`src/rtl/seq_divider16_if.sv`:
```
// Handshake and operand/result bundle for seq_divider16.
// The master drives requests; the divider sits on the slave side.
interface seq_divider16_if #(parameter int WIDTH = 16);
    logic             start;
    logic [WIDTH-1:0] dividend;
    logic [WIDTH-1:0] divisor;
    logic [WIDTH-1:0] quotient;
    logic [WIDTH-1:0] remainder;
    logic             busy;
    logic             done;
    logic             div_by_zero;

    modport master (
        output start, dividend, divisor,
        input  quotient, remainder, busy, done, div_by_zero
    );

    modport slave (
        input  start, dividend, divisor,
        output quotient, remainder, busy, done, div_by_zero
    );
endinterface

```
`src/rtl/seq_divider16.sv`:
```
// Iterative restoring divider, one quotient bit per clock, start/busy/done handshake.
// Define SEQ_DIVIDER16_SIGNED_EN for two's-complement operands (truncating division).
module seq_divider16 #(
    parameter int WIDTH = 16
) (
    input  logic           clk,
    input  logic           rst,
    seq_divider16_if.slave bus
);
    localparam int CW = $clog2(WIDTH + 1);

    typedef enum logic [1:0] {IDLE, RUN, FINISH} state_t;

    state_t           state, state_nxt;
    logic [WIDTH-1:0] q_r, r_r, d_r;
    logic [CW-1:0]    cnt;
    logic [WIDTH-1:0] quo_r, rem_r;
    logic             dz_r;

    logic             accept, last, div_zero;
    logic [WIDTH-1:0] dvd_mag, dvs_mag;
    logic [WIDTH:0]   sh;
    logic             no_borrow;
    logic [WIDTH-1:0] q_step, r_step;
    logic [WIDTH-1:0] quo_fin, rem_fin;

    assign accept   = (state == IDLE) && bus.start;
    assign last     = (state == RUN) && (cnt == CW'(1));
    assign div_zero = (bus.divisor == '0);

`ifdef SEQ_DIVIDER16_SIGNED_EN
    logic neg_q, neg_r;

    // Core always sees magnitudes; signs are reapplied on the final step.
    assign dvd_mag = bus.dividend[WIDTH-1] ? (~bus.dividend + 1'b1) : bus.dividend;
    assign dvs_mag = bus.divisor[WIDTH-1]  ? (~bus.divisor + 1'b1)  : bus.divisor;
    assign quo_fin = neg_q ? (~q_step + 1'b1) : q_step;
    assign rem_fin = neg_r ? (~r_step + 1'b1) : r_step;

    always_ff @(posedge clk) begin
        if (rst) begin
            neg_q <= 1'b0;
            neg_r <= 1'b0;
        end else if (accept) begin
            neg_q <= bus.dividend[WIDTH-1] ^ bus.divisor[WIDTH-1];
            neg_r <= bus.dividend[WIDTH-1];
        end
    end
`else
    assign dvd_mag = bus.dividend;
    assign dvs_mag = bus.divisor;
    assign quo_fin = q_step;
    assign rem_fin = r_step;
`endif

    // Partial remainder carries one extra bit so divisors above 2^(WIDTH-1) work.
    always_comb begin
        sh        = {r_r, q_r[WIDTH-1]};
        no_borrow = (sh >= {1'b0, d_r});
        r_step    = no_borrow ? WIDTH'(sh - {1'b0, d_r}) : sh[WIDTH-1:0];
        q_step    = {q_r[WIDTH-2:0], no_borrow};
    end

    always_ff @(posedge clk) begin
        if (rst) state <= IDLE;
        else     state <= state_nxt;
    end

    always_comb begin
        state_nxt = state;
        case (state)
            IDLE:    if (bus.start) state_nxt = div_zero ? FINISH : RUN;
            RUN:     if (last)      state_nxt = FINISH;
            FINISH:                 state_nxt = IDLE;
            default:                state_nxt = IDLE;
        endcase
    end

    always_comb begin
        bus.busy = (state == RUN);
        bus.done = (state == FINISH);
    end

    always_ff @(posedge clk) begin
        if (rst) begin
            q_r   <= '0;
            r_r   <= '0;
            d_r   <= '0;
            cnt   <= '0;
            quo_r <= '0;
            rem_r <= '0;
            dz_r  <= 1'b0;
        end else if (accept) begin
            q_r <= dvd_mag;
            r_r <= '0;
            d_r <= dvs_mag;
            cnt <= CW'(WIDTH);
            if (div_zero) begin
                quo_r <= '1;
                rem_r <= bus.dividend;
                dz_r  <= 1'b1;
            end
        end else if (state == RUN) begin
            q_r <= q_step;
            r_r <= r_step;
            cnt <= cnt - 1'b1;
            if (last) begin
                quo_r <= quo_fin;
                rem_r <= rem_fin;
                dz_r  <= 1'b0;
            end
        end
    end

    assign bus.quotient    = quo_r;
    assign bus.remainder   = rem_r;
    assign bus.div_by_zero = dz_r;
endmodule

```
`src/flat_wrapper.sv`:
```
// flat-port wrapper written by rule: the top's interface ports become plain ports
module seq_divider16_flat 
#(
    parameter int WIDTH = 16
)
  (clk, rst, bus_start, bus_dividend, bus_divisor, bus_quotient, bus_remainder, bus_busy, bus_done, bus_div_by_zero);
  seq_divider16_if #(.WIDTH(WIDTH)) bus_i ();
  input  logic clk;
  input  logic rst;
  input wire logic [$bits(bus_i.start)-1:0] bus_start;
  input wire logic [$bits(bus_i.dividend)-1:0] bus_dividend;
  input wire logic [$bits(bus_i.divisor)-1:0] bus_divisor;
  output wire logic [$bits(bus_i.quotient)-1:0] bus_quotient;
  output wire logic [$bits(bus_i.remainder)-1:0] bus_remainder;
  output wire logic [$bits(bus_i.busy)-1:0] bus_busy;
  output wire logic [$bits(bus_i.done)-1:0] bus_done;
  output wire logic [$bits(bus_i.div_by_zero)-1:0] bus_div_by_zero;
  assign bus_i.start = bus_start;
  assign bus_i.dividend = bus_dividend;
  assign bus_i.divisor = bus_divisor;
  assign bus_quotient = bus_i.quotient;
  assign bus_remainder = bus_i.remainder;
  assign bus_busy = bus_i.busy;
  assign bus_done = bus_i.done;
  assign bus_div_by_zero = bus_i.div_by_zero;
  seq_divider16 #(.WIDTH(WIDTH)) u_core (.clk(clk), .rst(rst), .bus(bus_i));
endmodule
```
`config.mk`:
```
export PLATFORM = sky130hd
export DESIGN_NAME = seq_divider16_flat
export DESIGN_NICKNAME = d
export VERILOG_FILES = /design/src/rtl/seq_divider16_if.sv /design/src/rtl/seq_divider16.sv /design/src/flat_wrapper.sv
export SDC_FILE = /design/constraint.sdc
export NUM_CORES = 1
export LEC_CHECK = 0
export ABC_AREA = 1
export CAP_MARGIN = 20
export CELL_PAD_IN_SITES_DETAIL_PLACEMENT = 1
export CELL_PAD_IN_SITES_GLOBAL_PLACEMENT = 1
export CORE_UTILIZATION = 39
export CTS_BUF_LIST = sky130_fd_sc_hd__clkbuf_16
export DETAILED_ROUTE_END_ITERATION = 8
export PLACE_DENSITY_LB_ADDON = 0.2
export SLEW_MARGIN = 25
export SYNTH_ARGS = -nofsm -noshare
export SYNTH_HDL_FRONTEND = slang
export SYNTH_SLANG_ARGS = --single-unit
```
`constraint.sdc`:
```
create_clock -name clk -period 2.5 [get_ports clk]
set_input_delay 0.5 -clock clk [delete_from_list [all_inputs] [get_ports clk]]
set_output_delay 0.5 -clock clk [all_outputs]
set_load 0.005 [all_outputs]
```
# --- Word-level counts from Yosys, hierarchy flattened ---
# Cells that the tools add are included.
totals:
  register_bits: 88
  in_bits: 35
  out_inout_bits: 35
  wordCells: 48
classes:
  add_sub_neg: 2
  order_cmp: 1
  n_eq_ne: 6
  mux: 21
  n_reduce_logical: 9
ops:
  columns: ["cell", "n"]
  rows:
  - ["two-way mux 16 bit", 11]
  - ["greater-or-equal comparator 17 x 16 -> 1 bit", 1]
  - ["logical NOT 16 bit", 1]
  - ["subtractor 16 bit", 1]
  - ["two-way mux 5 bit", 2]
  - ["two-way mux 2 bit", 3]
  - ["== test 5 x 1 -> 1 bit (second input constant)", 1]
  - ["subtractor 5 x 1 -> 5 bit (second input constant)", 1]
  - ["two-way mux 1 bit", 4]
  - ["inequality test 2 bit (second input constant)", 2]
  - ["one-hot mux 2 bit (2 select lines)", 1]
  - ["nonzero test 2 bit", 2]
  - ["AND reduction 3 bit", 1]
  - ["== test 2 x 1 -> 1 bit (second input constant)", 1]
  - ["== test 2 bit (second input constant)", 1]
  - ["logical AND 1 bit", 2]
  - ["logical NOT 2 bit", 1]
  - ["inequality test 2 x 1 -> 1 bit (second input constant)", 1]
  - ["AND reduction 2 bit", 1]
  - ["OR reduction 2 bit", 1]

# --- Logic depth before layout (Yosys ltp) ---
# Gate-level depths: netlist of the first run.
depth:
  word_depth: 5
  ltp_mapped: 15
  ltp_nobuf: 15

# --- Worst setup path before layout of the first run ---
# Ideal clock, no wire load.
synth_timing:
  kind: "register -> register"
  startpoint: "reg u_core.d_r[12]"
  endpoint: "reg u_core.r_r[6]"
  setup_ns: 0.113
  arrival_ns: 1.709
  t_required_ns: 2.387
  setup_slack_ns: 0.678
  stages_incl_launch_ff: 16
  path_buffers: 1
  synth_period_minus_slack_ns: 1.822
  path_cell_list: "dfxtp_1 inv_1 ha_1 nand2_2 inv_2 nand2_1 nand2_1 nand2_1 nand2_1 nor2_4 nand2_4 buf_6 nand2_1 nand2_1 o21ai_1 inv_1"
synth_between:
  elab_chain_len: 2
synth_rtl:
  columns: ["element", "line", "rtl"]
  rows:
  - ["from (decl)", "seq_divider16.sv:15", "logic [WIDTH-1:0] q_r, r_r, d_r;"]
  - ["from (signal assigned)", "seq_divider16.sv:96", "d_r <= dvs_mag;"]
  - ["greater-or-equal comparator 17 x 16 -> 1 bit", "seq_divider16.sv:59", "no_borrow = (sh >= {1'b0, d_r});"]
  - ["two-way mux 16 bit", "seq_divider16.sv:60", "r_step = no_borrow ? WIDTH'(sh - {1'b0, d_r}) : sh[WIDTH-1:0];"]
  - ["to (signal assigned)", "seq_divider16.sv:105", "r_r <= r_step;"]
  - ["to (decl)", "seq_divider16.sv:15", null]
# Every way passes these cells.
# A chain may end at the register's enable or synchronous reset.

# --- Worst setup path in the final report of the first run ---
layout_timing:
  startpoint: "reg u_core.state[0]"
  endpoint: "out bus_busy"
layout_between:
  elab_chain_len: 1
layout_rtl:
  columns: ["element", "line", "rtl"]
  rows:
  - ["from (decl)", "seq_divider16.sv:14", "state_t state, state_nxt;"]
  - ["from (signal assigned)", "seq_divider16.sv:66", "else state <= state_nxt;"]
  - ["== test 2 x 1 -> 1 bit", "seq_divider16.sv:80", "bus.busy = (state == RUN);"]
  - ["to (decl)", "flat_wrapper.sv:15", "output wire logic [$bits(bus_i.busy)-1:0] bus_busy;"]
# Every way passes these cells.

==> results.yml, run 1 <==
setup_path:
  critPathMaxFanout: 18
  arrival_ps: 1710
  cp_num_buf_inv: 3
  start_kind: "register"
  crit_path_end_kind: "primary output"
  cp_slowest_stage_delay_ps: 550
  critPathTopFamily: "buffers and inverters"
  crit_chain: "inv_2 > nor2_4 > buf_4 > clkdlybuf4s50_1"
  worst_ep_required_time_ps: 2000
  path_class: "reg -> out"
  slowest_stage: "clkdlybuf4s50_1"
grt:
  grt_max_degree: 37
  grt_pass1_vias: 5194
  grtUsageTotal: 0.237
  antenna_found_initial: 0
  grt_first_pass_wirelength_mm: 24.3
  grt-ovfl-total: 0
synthesis:
  ys_warn_count: 0
  syn_nets: 780
  syn_area_sq_um: 4870
  synth.distinct_cells: 34
  ys_top_cells_by_area: "dfxtp_1 (36%), nand2_1 (14%), inv_1 (8.7%), a21oi_1 (5.1%), nor2_1 (5.1%)"
  ys_ff_latch: 88
  yosys.area.top_type: "dfxtp_1"
  netlist_instances: 726
  synth.avg_cell_area_sq_um: 6.70
  synth_top_area_share: 0.362
  seq_area_frac_synth: 0.362
clock_tree:
  cts-root-buf: "clkbuf_16"
  hold_buffers: 0
  post_cts_resized: 0
  tritoncts: "yes"
  cts_buffer_depth: 2
  clk_pin_slew_ps: 60
  postCtsSetupBuffers: 0
  clkLatencyLatePin_ps: 340
  clock-sinks: 88
  h-tree-depth: 3
  cts-buffers-inserted: 9
pwr:
  pwr_density_cell_nw_per_um2: 687
  p_leak_nw: 2.92
  power_mw: 4.14
  ir_worst_vdd_uv: 325
placed_design:
  hpwl_mm: 11.3
  placed_area_sq_um: 5730
  numPortBuffers: 69
  routabilityCongestion: 0.876
  dp_slack_ps: 80.3
  dpl.cell_count: 945
timing:
  fin_ws_ps: 286
  rsz0062_at_grt: "false"
  fmaxAchievable_ghz: 0.452
  slew-limit-headroom: 0.664
  fin_skew_ps: 7.10
  finalCritPeriodShare: 0.886
  finalMaxSlewViolations: 0
  tightest_slew_ps: 504
  hold_violations: 0
  setup_viol_count_final: 0
  whs_ps: 464
  period_needed_ps: 2210
  fin_tns_setup_ps: 0
die:
  fp.dieH_um: 114
  dieArea_sq_um: 12900
  core_area_sq_um: 12100
  io_pins: 70
  start_util: 0.402
  die_width_um: 114
  std_cell_rows: 40
finish:
  fin_util: 0.498
  register_area_sq_um: 1760
  fillers: 1626
  syn2layout_area_growth_pct: 23.9
  fin_cells: 961
  final_common_cell: "nand2_1"
  nets: 842
  multi_input_area_sq_um: 2520
  fin_area_sq_um: 6030
  num_antenna_cells: 0
  layout_common_cells: "nand2_1 (181), inv_1 (114), dfxtp_1 (88), clkdlybuf4s50_1 (69), nor2_1 (66)"
  final_layout_size_suffix_gt1_frac: 0.0782
worst_hold_path:
  min_path_type: "reg -> reg"
drt:
  first_pass_iters: 4
  via_per_inst: 5.10
  avgRoutedWirePerCell_um: 14.9
  vias: 4898
  wirelength_mm: 14.3
  drc: 0
  final_antenna_net_count: 0
  drtIter0Drc: 204
status:
  outcome: "finished clean"
flow_run:
  max_cap_violations: 0
-- kinds of logic (layout without fill, tap and decap cells) --
kind of cell	after synthesis	count (layout)	synth area share
and+or+nand+nor	321	321	0.283
adders and majority gates	19	19	0.0504
xor gates and xnor gates	7	7	0.0126
DFF	88	88	0.362
buffers and inverters	150	217	0.121
AOI/OAI and AO/OA	141	141	0.171
-- worst min-delay path: stages, from the launching register on --
cell and delay [ps]:
dfxtp_1 300, inv_1 70, a21oi_1 60
-- synth_stat cells, drive strengths merged --
| cell type | instances |
|---|---|
| nand2 | 193 |
| inv | 120 |
| dfxtp | 88 |
| nor2 | 74 |
| a21oi | 56 |
| o21ai | 50 |
| nand3 | 38 |
| ha | 18 |
| clkbuf | 17 |
| o221ai | 15 |
| a31oi | 13 |
| buf | 13 |
| nand4 | 7 |
| xor2 | 7 |
| a221oi | 4 |
| nor3 | 3 |
| a21o | 2 |
| and2 | 2 |
| nand3b | 2 |
| or2 | 2 |
| fa | 1 |
| o211ai | 1 |
-- registers in the layout, indices dropped and copies added (netlist names) --
signal and count:
u_core.state 2, u_core.bus.div_by_zero 1, u_core.r_r 16, u_core.cnt 5, u_core.d_r 16, u_core.bus.remainder 16
u_core.q_r 16, u_core.bus.quotient 16
-- path summary, 6_finish.rpt --
| check | from | end | slack [ps] | depth (start not counted) |
|---|---|---|---|---|
| setup / recovery | u_core.state[0]$_SDFFE_PP0P_ | bus_busy | 290 | 4 |
| hold / removal | u_core.d_r[5]$_SDFFE_PP0P_ | u_core.d_r[5]$_SDFFE_PP0P_ | 460 | 2 |
| setup reg to reg | u_core.q_r[15]$_SDFFE_PP0P_ | u_core.r_r[12]$_SDFFE_PP0P_ | 360 | 14 |
| hold reg to reg | u_core.d_r[5]$_SDFFE_PP0P_ | u_core.d_r[5]$_SDFFE_PP0P_ | 460 | 2 |
-- metal layers --
metal,vias to the layer above,GRT usage,wire (um),part of all wire
met5,-,0,0,0
met4,0,0.0877,349,0.024
met3,26,0.0383,416,0.029
met2,73,0.419,7060,0.49
met1,2353,0.288,6520,0.45
li1,2446,-,-,-
-- power breakdown --
part	internal, mW	leakage (nW)	switching [mW]
clock	0.775	0.141	0.580
combinational	0.437	2.06	0.807
sequential	1.48	0.719	0.0554
total	2.70	2.92	1.44
-- area by class of cell --
class                           count  area share
Multi-Input combinational cell    488       0.418
Tap cell                          168      0.0349
Sequential cell                    88       0.292
Clock inverter                      7      0.0116
Clock buffer                        9      0.0374
Timing Repair Buffer               81       0.132
Inverter                          120      0.0747
Note: power is estimated with default switching activity, not from simulation.
==> run 2: changes to the inputs <==
Settings changed: PLACE_DENSITY set to 0.85, PLACE_DENSITY_LB_ADDON 0.2 to not set, SETUP_SLACK_MARGIN set to 0.02.
==> results.yml, run 2 (synthesis gave the netlist of run 1 again) <==
status:
  outcome: "finished clean"
timing:
  period_needed_ps: 2280
  setup_viol_count_final: 0
  hold_violations: 0
  fmaxAchievable_ghz: 0.439
  fin_tns_setup_ps: 0
  finalMaxSlewViolations: 0
  slew-limit-headroom: 0.654
  whs_ps: 459
  tightest_slew_ps: 519
  fin_ws_ps: 221
  fin_skew_ps: 10.1
  finalCritPeriodShare: 0.911
  rsz0062_at_grt: "false"
setup_path:
  crit_chain: "inv_1 > ha_1 > nand2_2 > inv_1 > nand2_1 > nand2_1 > inv_1 > nand3_2 > nand2_8 > nand2_4 > nand3_2 > nand3_1 > a21oi_1"
  slowest_stage: "ha_1"
  start_kind: "register"
  critPathTopFamily: "simple AND/OR/NAND/NOR gates"
  crit_path_end_kind: "register"
  critPathMaxFanout: 18
  cp_num_buf_inv: 3
  arrival_ps: 2530
  path_class: "reg -> reg"
  crit_top_cell: "inv_1"
  worst_ep_required_time_ps: 2750
  cp_slowest_stage_delay_ps: 380
  worstSetupStartpoint: "u_core.d_r[7]$_SDFFE_PP0P_"
  reg2reg_from: "u_core.d_r[7]$_SDFFE_PP0P_"
finish:
  final_layout_size_suffix_gt1_frac: 0.0795
  final_common_cell: "nand2_1"
  syn2layout_area_growth_pct: 24.1
  register_area_sq_um: 1760
  num_antenna_cells: 0
  fillers: 1596
  layout_common_cells: "nand2_1 (181), inv_1 (113), dfxtp_1 (88), clkdlybuf4s50_1 (69), nor2_1 (65)"
  nets: 841
  multi_input_area_sq_um: 2530
drt:
  drtIter0Drc: 260
  drc: 0
  final_antenna_net_count: 0
  wirelength_mm: 15.6
  first_pass_iters: 5
  avgRoutedWirePerCell_um: 16.3
  vias: 4961
  via_per_inst: 5.17
clock_tree:
  h-tree-depth: 3
  clk_pin_slew_ps: 70
  clkLatencyLatePin_ps: 350
  tritoncts: "yes"
  hold_buffers: 0
  clock-sinks: 88
  cts-buffers-inserted: 9
  cts_buffer_depth: 2
  cts-root-buf: "clkbuf_16"
flow_run:
  max_cap_violations: 0
die:
  std_cell_rows: 40
  die_width_um: 114
  fp.dieH_um: 114
  io_pins: 70
  dieArea_sq_um: 12900
  core_area_sq_um: 12100
  start_util: 0.402
placed_design:
  numPortBuffers: 69
  routabilityCongestion: 0.871
  hpwl_mm: 11.7
  dp_slack_ps: 221
pwr:
  power_mw: 4.20
  p_leak_nw: 2.91
  pwr_density_cell_nw_per_um2: 696
  ir_worst_vdd_uv: 354
worst_hold_path:
  min-delay-start: "u_core.d_r[13]$_SDFFE_PP0P_"
  min_path_type: "reg -> reg"
grt:
  grt_first_pass_wirelength_mm: 26.1
  grt-ovfl-total: 0
  grt_pass1_vias: 5271
  grtUsageTotal: 0.258
  antenna_found_initial: 0
  grt_max_degree: 41
==> run 2: power by group <==
group          leakage [nW]  internal, mW  switching (mW)
sequential            0.719          1.48          0.0578
combinational          2.04         0.437           0.840
clock                 0.146         0.777           0.603
total                  2.91          2.70            1.50
==> run 2: area by class of cell <==
class	count	area share
Clock buffer	9	0.0373
Clock inverter	7	0.0118
Inverter	120	0.0746
Multi-Input combinational cell	488	0.420
Sequential cell	88	0.292
Tap cell	168	0.0348
Timing Repair Buffer	80	0.130
==> run 2: worst min-delay path, stage by stage (launching register included) <==
cell	delay, ps
dfxtp_1	300
inv_1	60
a21oi_1	60
==> run 2: metal layers <==
layer,GRT usage,up-vias,share of wire
met1,0.313,2396,0.44
met2,0.459,99,0.50
met3,0.0340,24,0.035
met5,0,-,0
met4,0.102,0,0.022
li1,-,2442,-
==> run 2: final timing paths <==
| kind | to | slack [ps] | cells after the start |
|---|---|---|---|
| max | u_core.bus.remainder[14]$_SDFFE_PP0P_ | 220 | 13 |
| min | u_core.d_r[13]$_SDFFE_PP0P_ | 460 | 2 |
| max reg2reg | u_core.bus.remainder[14]$_SDFFE_PP0P_ | 220 | 13 |
| min reg2reg | u_core.d_r[13]$_SDFFE_PP0P_ | 460 | 2 |
==> run 2: metrics by stage <==
stage / cells / instance area [sq um] / util
2_1_floorplan: 726 / 4870 / -
3_3_place_gp: 944 / 5730 / 0.473
3_5_place_dp: 944 / 5730 / 0.473
4_1_cts: 960 / 6020 / 0.497
5_1_grt: 960 / 6040 / 0.499
6_report: 960 / 6040 / 0.499
==> run 2: repair_timing <==
item | 4_1_cts | 5_1_grt
setup endpoints to repair | 0 | 2
resized for setup | 0 | 3
setup buffers | 0 | 0
==> run 3: changes to the inputs <==
Settings changed: HOLD_SLACK_MARGIN set to 0.06.
==> results of run 3 <==
Same layout as run 2: the final DEF is identical, and so are final timing and power.
